### config.mk
export PLATFORM = sky130hd
export DESIGN_NAME = reg_writeback
export DESIGN_NICKNAME = d
export VERILOG_FILES = /design/src/rtl/reg_writeback_pkg.sv /design/src/rtl/reg_writeback_wb_slot.sv /design/src/rtl/reg_writeback.sv
export SDC_FILE = /design/constraint.sdc
export NUM_CORES = 1
export LEC_CHECK = 0
export BUFFER_PORTS_ARGS = -buffer_cell sky130_fd_sc_hd__buf_2
export CAP_MARGIN = 10
export CELL_PAD_IN_SITES_DETAIL_PLACEMENT = 0
export CELL_PAD_IN_SITES_GLOBAL_PLACEMENT = 1
export CORE_ASPECT_RATIO = 0.5
export CORE_MARGIN = 2
export CORE_UTILIZATION = 40
export CTS_BUF_LIST = sky130_fd_sc_hd__clkbuf_8
export CTS_CLUSTER_SIZE = 24
export DETAILED_ROUTE_END_ITERATION = 6
export GPL_ROUTABILITY_DRIVEN = 0
export PLACE_DENSITY = 0.86
export SLEW_MARGIN = 20
export SYNTH_ARGS = -nofsm -noshare
export SYNTH_HDL_FRONTEND = slang
export SYNTH_SLANG_ARGS = --single-unit
### constraint.sdc
create_clock -name clk -period 2.6 [get_ports clk]
set_clock_uncertainty 0.05 [all_clocks]
set_input_delay 0.13 -clock clk [delete_from_list [all_inputs] [get_ports clk]]
set_output_delay 0.13 -clock clk [all_outputs]
set_load 0.03 [all_outputs]
### src/rtl/reg_writeback_pkg.sv
// Shared definitions for the register-file writeback block.
//   DATA_W  : width of result data and of the regfile write-data port
//   SEL_W   : register select width
//   REG_CNT : number of architectural registers (2**SEL_W)
//   src_e   : result source encoding, used by the round-robin pointer
package reg_writeback_pkg;

    localparam int DATA_W  = 16;
    localparam int SEL_W   = 4;
    localparam int REG_CNT = 2 ** SEL_W;

    typedef enum logic {
        SRC_ALU = 1'b0,
        SRC_MEM = 1'b1
    } src_e;

    // Returns the source that did not just win, so that contended cycles alternate
    function automatic src_e otherSrc(input src_e s);
        return (s == SRC_MEM) ? SRC_ALU : SRC_MEM;
    endfunction

endpackage

### src/rtl/reg_writeback_wb_slot.sv
// One-entry holding register for a single result source.
// Ports:
//   clk, rst  : clock (rising edge) and asynchronous active-high reset
//   valid_i   : producer offers a result this cycle
//   sel_i     : destination register of the offered result
//   data_i    : offered result data
//   take_i    : the arbiter is writing the held entry this cycle
//   ready_o   : slot can accept a result this cycle
//   held_o    : slot holds a result
//   sel_o     : held destination register
//   data_o    : held result data
module wb_slot
    import reg_writeback_pkg::*;
(
    input  logic              clk,
    input  logic              rst,
    input  logic              valid_i,
    input  logic [SEL_W-1:0]  sel_i,
    input  logic [DATA_W-1:0] data_i,
    input  logic              take_i,
    output logic              ready_o,
    output logic              held_o,
    output logic [SEL_W-1:0]  sel_o,
    output logic [DATA_W-1:0] data_o
);

    logic              held_q, held_d;
    logic [SEL_W-1:0]  sel_q,  sel_d;
    logic [DATA_W-1:0] data_q, data_d;
    logic              load;

    // A granted entry leaves at the same edge a new one can arrive, which is
    // what lets a source stream one result per cycle.
    assign ready_o = ~held_q | take_i;
    assign load    = valid_i & ready_o;

    always_comb begin
        held_d = held_q;
        sel_d  = sel_q;
        data_d = data_q;
        if (load) begin
            held_d = 1'b1;
            sel_d  = sel_i;
            data_d = data_i;
        end else if (take_i) begin
            held_d = 1'b0;
        end
    end

    always_ff @(posedge clk or posedge rst) begin
        if (rst) begin
            held_q <= 1'b0;
            sel_q  <= '0;
            data_q <= '0;
        end else begin
            held_q <= held_d;
            sel_q  <= sel_d;
            data_q <= data_d;
        end
    end

    assign held_o = held_q;
    assign sel_o  = sel_q;
    assign data_o = data_q;

endmodule

### src/rtl/reg_writeback.sv
// Write-side driver for the 16x16 register file.
// Buffers one ALU and one memory result, arbitrates them round-robin onto the
// regfile's single write port and tracks a per-register pending-write scoreboard
// that decode queries for stalls.
// Ports:
//   clk, rst                         : clock and asynchronous active-high reset
//   alu_valid/alu_sel/alu_data/alu_ready : ALU result handshake
//   mem_valid/mem_sel/mem_data/mem_ready : memory load result handshake
//   wen/selRd/rd                     : regfile write port
//   claim_valid/claim_sel            : decode marks a register as having a writer in flight
//   selRs/selRt                      : decode source selects
//   rs_busy/rt_busy                  : pending-write status of the source registers
module reg_writeback
    import reg_writeback_pkg::*;
(
    input  logic              clk,
    input  logic              rst,
    input  logic              alu_valid,
    input  logic [SEL_W-1:0]  alu_sel,
    input  logic [DATA_W-1:0] alu_data,
    output logic              alu_ready,
    input  logic              mem_valid,
    input  logic [SEL_W-1:0]  mem_sel,
    input  logic [DATA_W-1:0] mem_data,
    output logic              mem_ready,
    output logic              wen,
    output logic [SEL_W-1:0]  selRd,
    output logic [DATA_W-1:0] rd,
    input  logic              claim_valid,
    input  logic [SEL_W-1:0]  claim_sel,
    input  logic [SEL_W-1:0]  selRs,
    input  logic [SEL_W-1:0]  selRt,
    output logic              rs_busy,
    output logic              rt_busy
);

    logic              aluHeld, memHeld;
    logic [SEL_W-1:0]  aluSelQ, memSelQ;
    logic [DATA_W-1:0] aluDataQ, memDataQ;
    logic              grantAlu, grantMem;

    src_e              rrPtr_q, rrPtr_d;
    logic [REG_CNT-1:0] busy_q, busy_d;

    wb_slot u_aluSlot (
        .clk     (clk),
        .rst     (rst),
        .valid_i (alu_valid),
        .sel_i   (alu_sel),
        .data_i  (alu_data),
        .take_i  (grantAlu),
        .ready_o (alu_ready),
        .held_o  (aluHeld),
        .sel_o   (aluSelQ),
        .data_o  (aluDataQ)
    );

    wb_slot u_memSlot (
        .clk     (clk),
        .rst     (rst),
        .valid_i (mem_valid),
        .sel_i   (mem_sel),
        .data_i  (mem_data),
        .take_i  (grantMem),
        .ready_o (mem_ready),
        .held_o  (memHeld),
        .sel_o   (memSelQ),
        .data_o  (memDataQ)
    );

    // Arbitration looks only at the held bits, so there is no combinational
    // path from a producer's valid to the other producer's ready. rrPtr_q names
    // the side that wins the next contended cycle and flips only when both
    // slots compete.
    always_comb begin
        grantAlu = 1'b0;
        grantMem = 1'b0;
        rrPtr_d  = rrPtr_q;
        if (aluHeld && memHeld) begin
            if (rrPtr_q == SRC_MEM) begin
                grantMem = 1'b1;
            end else begin
                grantAlu = 1'b1;
            end
            rrPtr_d = otherSrc(rrPtr_q);
        end else if (aluHeld) begin
            grantAlu = 1'b1;
        end else if (memHeld) begin
            grantMem = 1'b1;
        end
    end

    // Write port is forced to zero when idle so the regfile never sees stale data.
    always_comb begin
        wen   = 1'b0;
        selRd = '0;
        rd    = '0;
        if (grantMem) begin
            wen   = 1'b1;
            selRd = memSelQ;
            rd    = memDataQ;
        end else if (grantAlu) begin
            wen   = 1'b1;
            selRd = aluSelQ;
            rd    = aluDataQ;
        end
    end

    // The claim is applied after the commit clear so that a new writer issued
    // at the same edge as the old one commits stays outstanding.
    always_comb begin
        busy_d = busy_q;
        if (wen) begin
            busy_d[selRd] = 1'b0;
        end
        if (claim_valid) begin
            busy_d[claim_sel] = 1'b1;
        end
    end

    always_ff @(posedge clk or posedge rst) begin
        if (rst) begin
            rrPtr_q <= SRC_MEM;
            busy_q  <= '0;
        end else begin
            rrPtr_q <= rrPtr_d;
            busy_q  <= busy_d;
        end
    end

    // Decode sees the registered scoreboard only; a commit in flight still reads busy.
    assign rs_busy = busy_q[selRs];
    assign rt_busy = busy_q[selRt];

endmodule

==> results of run 1 <==
## logic make-up after synthesis
kind of cell | Yosys count
buf+inv | 21
mux | 50
compound gates | 50
flops | 59
simple gates | 62
## routing by layer
metal | vias up | track usage | part of all wire
met3 | 14 | 0.0603 | 0.061
met4 | 0 | 0.0694 | 0.019
met5 | - | 0 | 0
met2 | 79 | 0.330 | 0.48
met1 | 1184 | 0.229 | 0.44
li1 | 1163 | - | -
## power by group through the flow
stage               Combinational (uW)  Sequential, uW  Clock [uW]
finish                            1620            1450         717
global route                      1750            1490         778
CTS                               1620            1450         743
detailed placement                1570            1460           0
global placement                  1530            1450           0
floorplan                         1230            1370           0
## worst reg2reg max path, stage by stage, from the launching register on
cell and delay [ns]:
dfrtp_1 0.52, a21boi_2 0.28, a32oi_2 0.49, inv_2 0.18, o41ai_1 0.29, o21ai_0 0.14
## state kept, by name, summed over array words and instances, names as in the netlist
register	count
u_memSlot.sel_o	4
u_aluSlot.sel_o	4
u_memSlot.held_o	1
u_memSlot.data_o	16
rrPtr_q	1
busy_q	16
u_aluSlot.held_o	1
u_aluSlot.data_o	16
## worst paths after layout
kind	startpoint	cells after the start	slack, ns	to
min in group asynchronous	rst	3	0.43	busy_q[7]$_DFF_PP0_
setup reg to reg	u_aluSlot.held_o$_DFFE_PP0P_	5	0.51	busy_q[4]$_DFF_PP0_
hold reg to reg	rrPtr_q$_DFFE_PP1P_	2	0.45	rrPtr_q$_DFFE_PP1P_
max in group asynchronous	rst	4	1.38	u_aluSlot.data_o[9]$_DFFE_PP0P_
setup / recovery	u_aluSlot.held_o$_DFFE_PP0P_	4	0.26	selRd[2]
hold / removal	claim_sel[0]	2	0.06	busy_q[3]$_DFF_PP0_
## synth_stat cells
master     instances  area share
dfstp_2            1      0.0090
nand3b_1           2      0.0051
o41ai_1            8       0.024
inv_1              6      0.0077
and2_1             1      0.0021
clkbuf_1           5      0.0064
nand4_1            8       0.017
o2bb2ai_1          4       0.012
nand3_1            2      0.0034
inv_4              2      0.0043
a32oi_2            1      0.0056
buf_4              3      0.0077
nor3b_1            1      0.0026
nand2_1           41       0.053
a21oi_1            2      0.0034
nor2b_1            2      0.0043
nand2b_4           1      0.0047
or2_2              2      0.0043
a21boi_2           1      0.0039
dfrtp_1           58        0.50
a32oi_4            2       0.019
a32oi_1            1      0.0030
nand2b_1           2      0.0043
mux4_2             8       0.062
mux2i_1            2      0.0069
inv_2              1      0.0013
buf_6              1      0.0039
mux2_2            40        0.15
a211oi_1           2      0.0051
o21ai_0           24       0.041
buf_2              3      0.0051
a32o_1             5       0.017
## layout by cell type (no fill, tap or decap), types with 4 or more instances in the layout
cell	Yosys	final
nand4_1	8	8
o2bb2ai_1	4	4
inv_1	6	8
dlygate4sd3_1	0	43
buf_4	3	8
nand2_1	41	41
mux4_2	8	8
a32o_1	5	5
o41ai_1	8	8
buf_2	3	81
dfrtp_1	58	58
mux2_2	40	40
clkbuf_8	0	11
o21ai_0	24	24
## final cells by class
type / instances / area [um2]
inverters: 9 / 38.8
well taps: 92 / 115
flip-flops and latches: 59 / 1480
repair buffers: 132 / 896
clock inverters: 5 / 21.3
multi-input cells: 162 / 1340
fillers: 576 / 2850
clock buffers: 11 / 151
## metrics by stage
step	area [um2]	hold slack, ns	utilization	power [uW]	std cells
after global placement	3430	0.254	0.499	2970	411
after detailed placement	3430	0.264	0.499	3030	411
after floorplan	2920	0.188	-	2600	242
after global routing	4040	0.0489	0.586	4020	470
after CTS	4040	0.0356	0.586	3810	470
final	4040	0.0579	0.586	3780	470
## timing repair
item                      4_1_cts  5_1_grt
resized for setup               0        0
hold endpoints to repair       76        0
hold buffers                   43        0
==> flow_summary_export.csv, run 1 <==
group,metric,value,unit
yosys,synth_cells,242,
die,boundaryPins,82,
die,die_area,8040,um2
drt,firstDrtPassIters,4,
sta,tightest_slew,0.856,ns
power_and_ir_drop,p_clk_frac,0.189,
die,start_util,0.424,
setup_path,slowest_delay,0.70,ns
placement,port_buffers,81,
sta,setup_tns,0,ns
global_routing,grt_max_degree,38,
yosys,syn_avg_cell_area,12.1,um2
drt,initialDrtViolationCount,177,
clock_tree,cts_buffers,9,
sta,slew_headroom,0.429,
setup_path,required,2.42,ns
yosys,synth_simple_gate_area_frac,0.101,
flow_run,drv_cap,0,
sta,setup_slack,0.264,ns
yosys,seq_area_frac_synth,0.506,
yosys,ys_warn_count,0,
setup_path,crit_fanout,11,
die,die_width,125,um
power_and_ir_drop,power_frac_comb,0.427,
hold_path,hold_path_class,"input pin to register",
drt,vias_per_cell,5.19,
setup_path,cp_slowest_cell,"a32oi_1",
yosys,yosys-mux-area-fraction,0.223,
clock_tree,clk_path_buf_depth,2,
die,rows,21,
drt,drc,0,
power_and_ir_drop,power_density,937,nW/um2
yosys,synth_compound_area_frac,0.134,
sta,period_needed,2.34,ns
clock_tree,h-tree-depth,3,
drt,vias,2440,
sta,setup_violations,0,
final_layout,drive_above_1_share,0.429,
clock_tree,cts_tree,"built",
clock_tree,clock-sinks,59,
power_and_ir_drop,ir_drop,398,uV
sta,hold_violations,0,
clock_tree,post_cts_buffers,0,
yosys,syn_nets,299,
sta,max_freq,428,MHz
setup_path,path_cells,"a21boi_2, a32oi_1, inv_1, buf_2",
power_and_ir_drop,p_leak,0.00182,uW
global_routing,grt_pass1_wl,11800,um
setup_path,critPathLaunchType,"register",
yosys,synth_top_family_by_area,"multiplexers",
yosys,synthAdderAreaFrac,0,
placement,dpl_worst_slack,0.548,ns
sta,maxSlewViolCount,0,
clock_tree,clock_latency,0.34,ns
setup_path,cp_num_buf_inv,2,
power_and_ir_drop,seqPwrFrac,0.383,
final_layout,n_antenna_cell,0,
placement,hpwl,5010,um
setup_path,criticalPathCategory,"register to output pin",
clock_tree,cts_root_buffer,"clkbuf_8",
setup_path,cp.arrival,2.16,ns
global_routing,grt_pass1_vias,2492,
yosys,synthXorXnorAreaFrac,0,
run_status,outcome,"complete, no violations",
sta,rsz0062_at_grt,"no",
setup_path,worst_setup_path_end_kind,"output pin",
setup_path,critPathTopFamily,"compound AO/OA/AOI/OAI gates",
sta,finalCritPeriodShare,0.898,
final_layout,area_delta_synth_final,38.2,%
yosys,yosysUniqueCellTypes,32,
global_routing,antenna_found_initial,0,
yosys,ys_ff_latch,59,
drt,wl_per_cell,15.0,um
power_and_ir_drop,p_int,2300,uW
final_layout,nets,430,
drt,wl,7060,um
power_and_ir_drop,swShare,0.392,
die,core_area,6880,um2
yosys,syn_area,2920,um2
clock_tree,cts.clk_slew.worst_paths,0.06,ns
global_routing,grt.total_usage,0.191,
power_and_ir_drop,power.switching,1480,uW
global_routing,overflow,0,
drt,ant_nets,0,
die,chipHeight,64.4,um
Note: power is estimated with default switching activity, not from simulation.
==> run 2, diff against run 1 <==
--- a/config.mk
+++ b/config.mk
@@ -7,16 +7,15 @@
 export LEC_CHECK = 0
 export BUFFER_PORTS_ARGS = -buffer_cell sky130_fd_sc_hd__buf_2
 export CAP_MARGIN = 10
-export CELL_PAD_IN_SITES_DETAIL_PLACEMENT = 0
-export CELL_PAD_IN_SITES_GLOBAL_PLACEMENT = 1
-export CORE_ASPECT_RATIO = 0.5
+export CELL_PAD_IN_SITES_DETAIL_PLACEMENT = 2
+export CELL_PAD_IN_SITES_GLOBAL_PLACEMENT = 2
 export CORE_MARGIN = 2
-export CORE_UTILIZATION = 40
+export CORE_UTILIZATION = 37
 export CTS_BUF_LIST = sky130_fd_sc_hd__clkbuf_8
 export CTS_CLUSTER_SIZE = 24
 export DETAILED_ROUTE_END_ITERATION = 6
 export GPL_ROUTABILITY_DRIVEN = 0
-export PLACE_DENSITY = 0.86
+export PLACE_DENSITY = 0.95
 export SLEW_MARGIN = 20
 export SYNTH_ARGS = -nofsm -noshare
 export SYNTH_HDL_FRONTEND = slang
==> run 2 against run 1 <==
Against the previous run:
- clock power rose by 49%
- register-to-register slack worse by 0.33 ns
- global-route usage rose by 11 points
- total power up 17%
- routed wire length is 76% higher
- via count is 8.2% higher
- critical path type unchanged
==> flow_summary_export.csv, run 2 (same netlist as run 1, synthesis figures left out) <==
group,metric,value,unit
run_status,outcome,"complete, no violations",
sta,finalCritPeriodShare,0.941,
power_and_ir_drop,ir_drop,501,uV
flow_run,drv_cap,0,
die,boundaryPins,82,
power_and_ir_drop,power.switching,1870,uW
die,start_util,0.380,
final_layout,layout_commonest_cell,"buf_2",
setup_path,crit_fanout,10,
placement,port_buffers,81,
setup_path,critPathLaunchType,"register",
setup_path,r2r_start,"u_memSlot.held_o$_DFFE_PP0P_",
hold_path,hold_start,"claim_sel[0]",
final_layout,nets,427,
clock_tree,clock_latency,0.35,ns
power_and_ir_drop,p_int,2550,uW
final_layout,num-fill-cells,761,
global_routing,grt.total_usage,0.305,
drt,wl,12400,um
setup_path,cp_slowest_cell,"a32oi_1",
setup_path,required,2.42,ns
sta,hold_violations,0,
setup_path,r2r-end,"busy_q[14]$_DFF_PP0_",
clock_tree,clk_path_buf_depth,2,
global_routing,grt_pass1_vias,3132,
power_and_ir_drop,p_leak,0.00182,uW
drt,vias,2640,
setup_path,slowest_delay,0.79,ns
global_routing,grt_pass1_wl,19100,um
sta,period_needed,2.45,ns
die,core_area,7690,um2
final_layout,final_cell_mix,"buf_2 (81), dfrtp_1 (58), dlygate4sd3_1 (43)",
die,die_width,92.8,um
die,die_area,8620,um2
final_layout,multi_input_area,1340,um2
global_routing,antenna_found_initial,0,
final_layout,drive_above_1_share,0.429,
placement,hpwl,6790,um
drt,initialDrtViolationCount,125,
sta,tightest_slew,0.976,ns
setup_path,criticalPathCategory,"register to output pin",
sta,setup_violations,0,
clock_tree,clock-sinks,59,
power_and_ir_drop,power_density,1080,nW/um2
drt,firstDrtPassIters,4,
drt,ant_nets,0,
setup_path,r2r_setup_slack,0.18,ns
drt,vias_per_cell,5.53,
sta,maxSlewViolCount,0,
hold_path,holdPathStages,2,
hold_path,holdPathEnd,"busy_q[1]$_DFF_PP0_",
setup_path,reg2reg_depth,4,
sta,setup_tns,0,ns
global_routing,overflow,0,
clock_tree,cts_root_buffer,"clkbuf_8",
clock_tree,h-tree-depth,3,
power_and_ir_drop,swShare,0.423,
power_and_ir_drop,power_frac_comb,0.412,
power_and_ir_drop,finalPower,4420,uW
sta,slew_headroom,0.349,
sta,rsz0062_at_grt,"no",
die,chipHeight,92.8,um
drt,wl_per_cell,26.1,um
final_layout,area_delta_synth_final,40.7,%
clock_tree,cts_tree,"built",
power_and_ir_drop,p_clk_frac,0.241,
setup_path,cp.arrival,2.27,ns
power_and_ir_drop,seqPwrFrac,0.346,
hold_path,hold_path_class,"input pin to register",
setup_path,worst_setup_path_end_kind,"output pin",
final_layout,layout.area.seq,1480,um2
clock_tree,cts.clk_slew.worst_paths,0.08,ns
clock_tree,post_cts_buffers,0,
drt,drc,0,
final_layout,n_antenna_cell,0,
sta,max_freq,409,MHz
clock_tree,cts_buffers,9,
die,rows,32,
global_routing,grt_max_degree,60,
setup_path,path_cells,"a21boi_2, a32oi_1, inv_1, buf_2",
## run 2: worst max-delay path by stage
stage,from,end,slack (ns),cells past startpoint
floorplan,rrPtr_q$_DFFE_PP1P_,rd[2],0.64,6
global placement,u_memSlot.held_o$_DFFE_PP0P_,u_memSlot.data_o[6]$_DFFE_PP0P_,0.69,5
detailed placement,u_memSlot.held_o$_DFFE_PP0P_,busy_q[6]$_DFF_PP0_,0.50,5
CTS,u_memSlot.held_o$_DFFE_PP0P_,selRd[2],0.21,4
global route,u_memSlot.held_o$_DFFE_PP0P_,selRd[2],0.02,4
finish,u_memSlot.held_o$_DFFE_PP0P_,selRd[2],0.15,4
## run 2: layout make-up
class,count,area share
clock buffer,9,0.0302
sequential,59,0.360
multi-input combinational,162,0.325
inverter,9,0.00944
tap,102,0.0311
clock inverter,7,0.0286
timing repair buffer,129,0.216
## run 2: repair_timing
action                    4_1_cts  5_1_grt
resized for setup               0        0
hold buffers                   43        0
hold endpoints to repair      100        0
## run 2: metal layers
metal / GRT usage / vias to the layer above / part of all wire
met5: 0 / - / 0
met4: 0.105 / 0 / 0.023
met3: 0.0700 / 28 / 0.051
met1: 0.347 / 1352 / 0.39
met2: 0.558 / 110 / 0.53
li1: - / 1150 / -
## run 2: through the flow
step | hold slack, ns | cell area [um2] | cells | utilization | setup WS [ns]
after floorplan | 0.188 | 2920 | 242 | - | 0.638
after global placement | 0.291 | 3440 | 418 | 0.447 | 0.693
after detailed placement | 0.298 | 3440 | 418 | 0.447 | 0.505
after CTS | 0.0574 | 4110 | 477 | 0.534 | 0.205
after global routing | 0.0727 | 4110 | 477 | 0.534 | 0.0232
final | 0.0802 | 4110 | 477 | 0.534 | 0.153
## run 2: critical path: cells and delay by family, from the launching register on
kind	cells	cell delay, ns
AOI/OAI and AO/OA	2	1.02
buffers and inverters	2	0.29
DFF	1	0.63
## run 2: power groups by stage
stage / combinational (uW) / sequential [uW] / clock [uW]
finish: 1820 / 1530 / 1070
CTS: 1730 / 1490 / 1070
detailed placement: 1640 / 1490 / 0
global route: 1920 / 1560 / 1110
global placement: 1550 / 1450 / 0
floorplan: 1230 / 1370 / 0
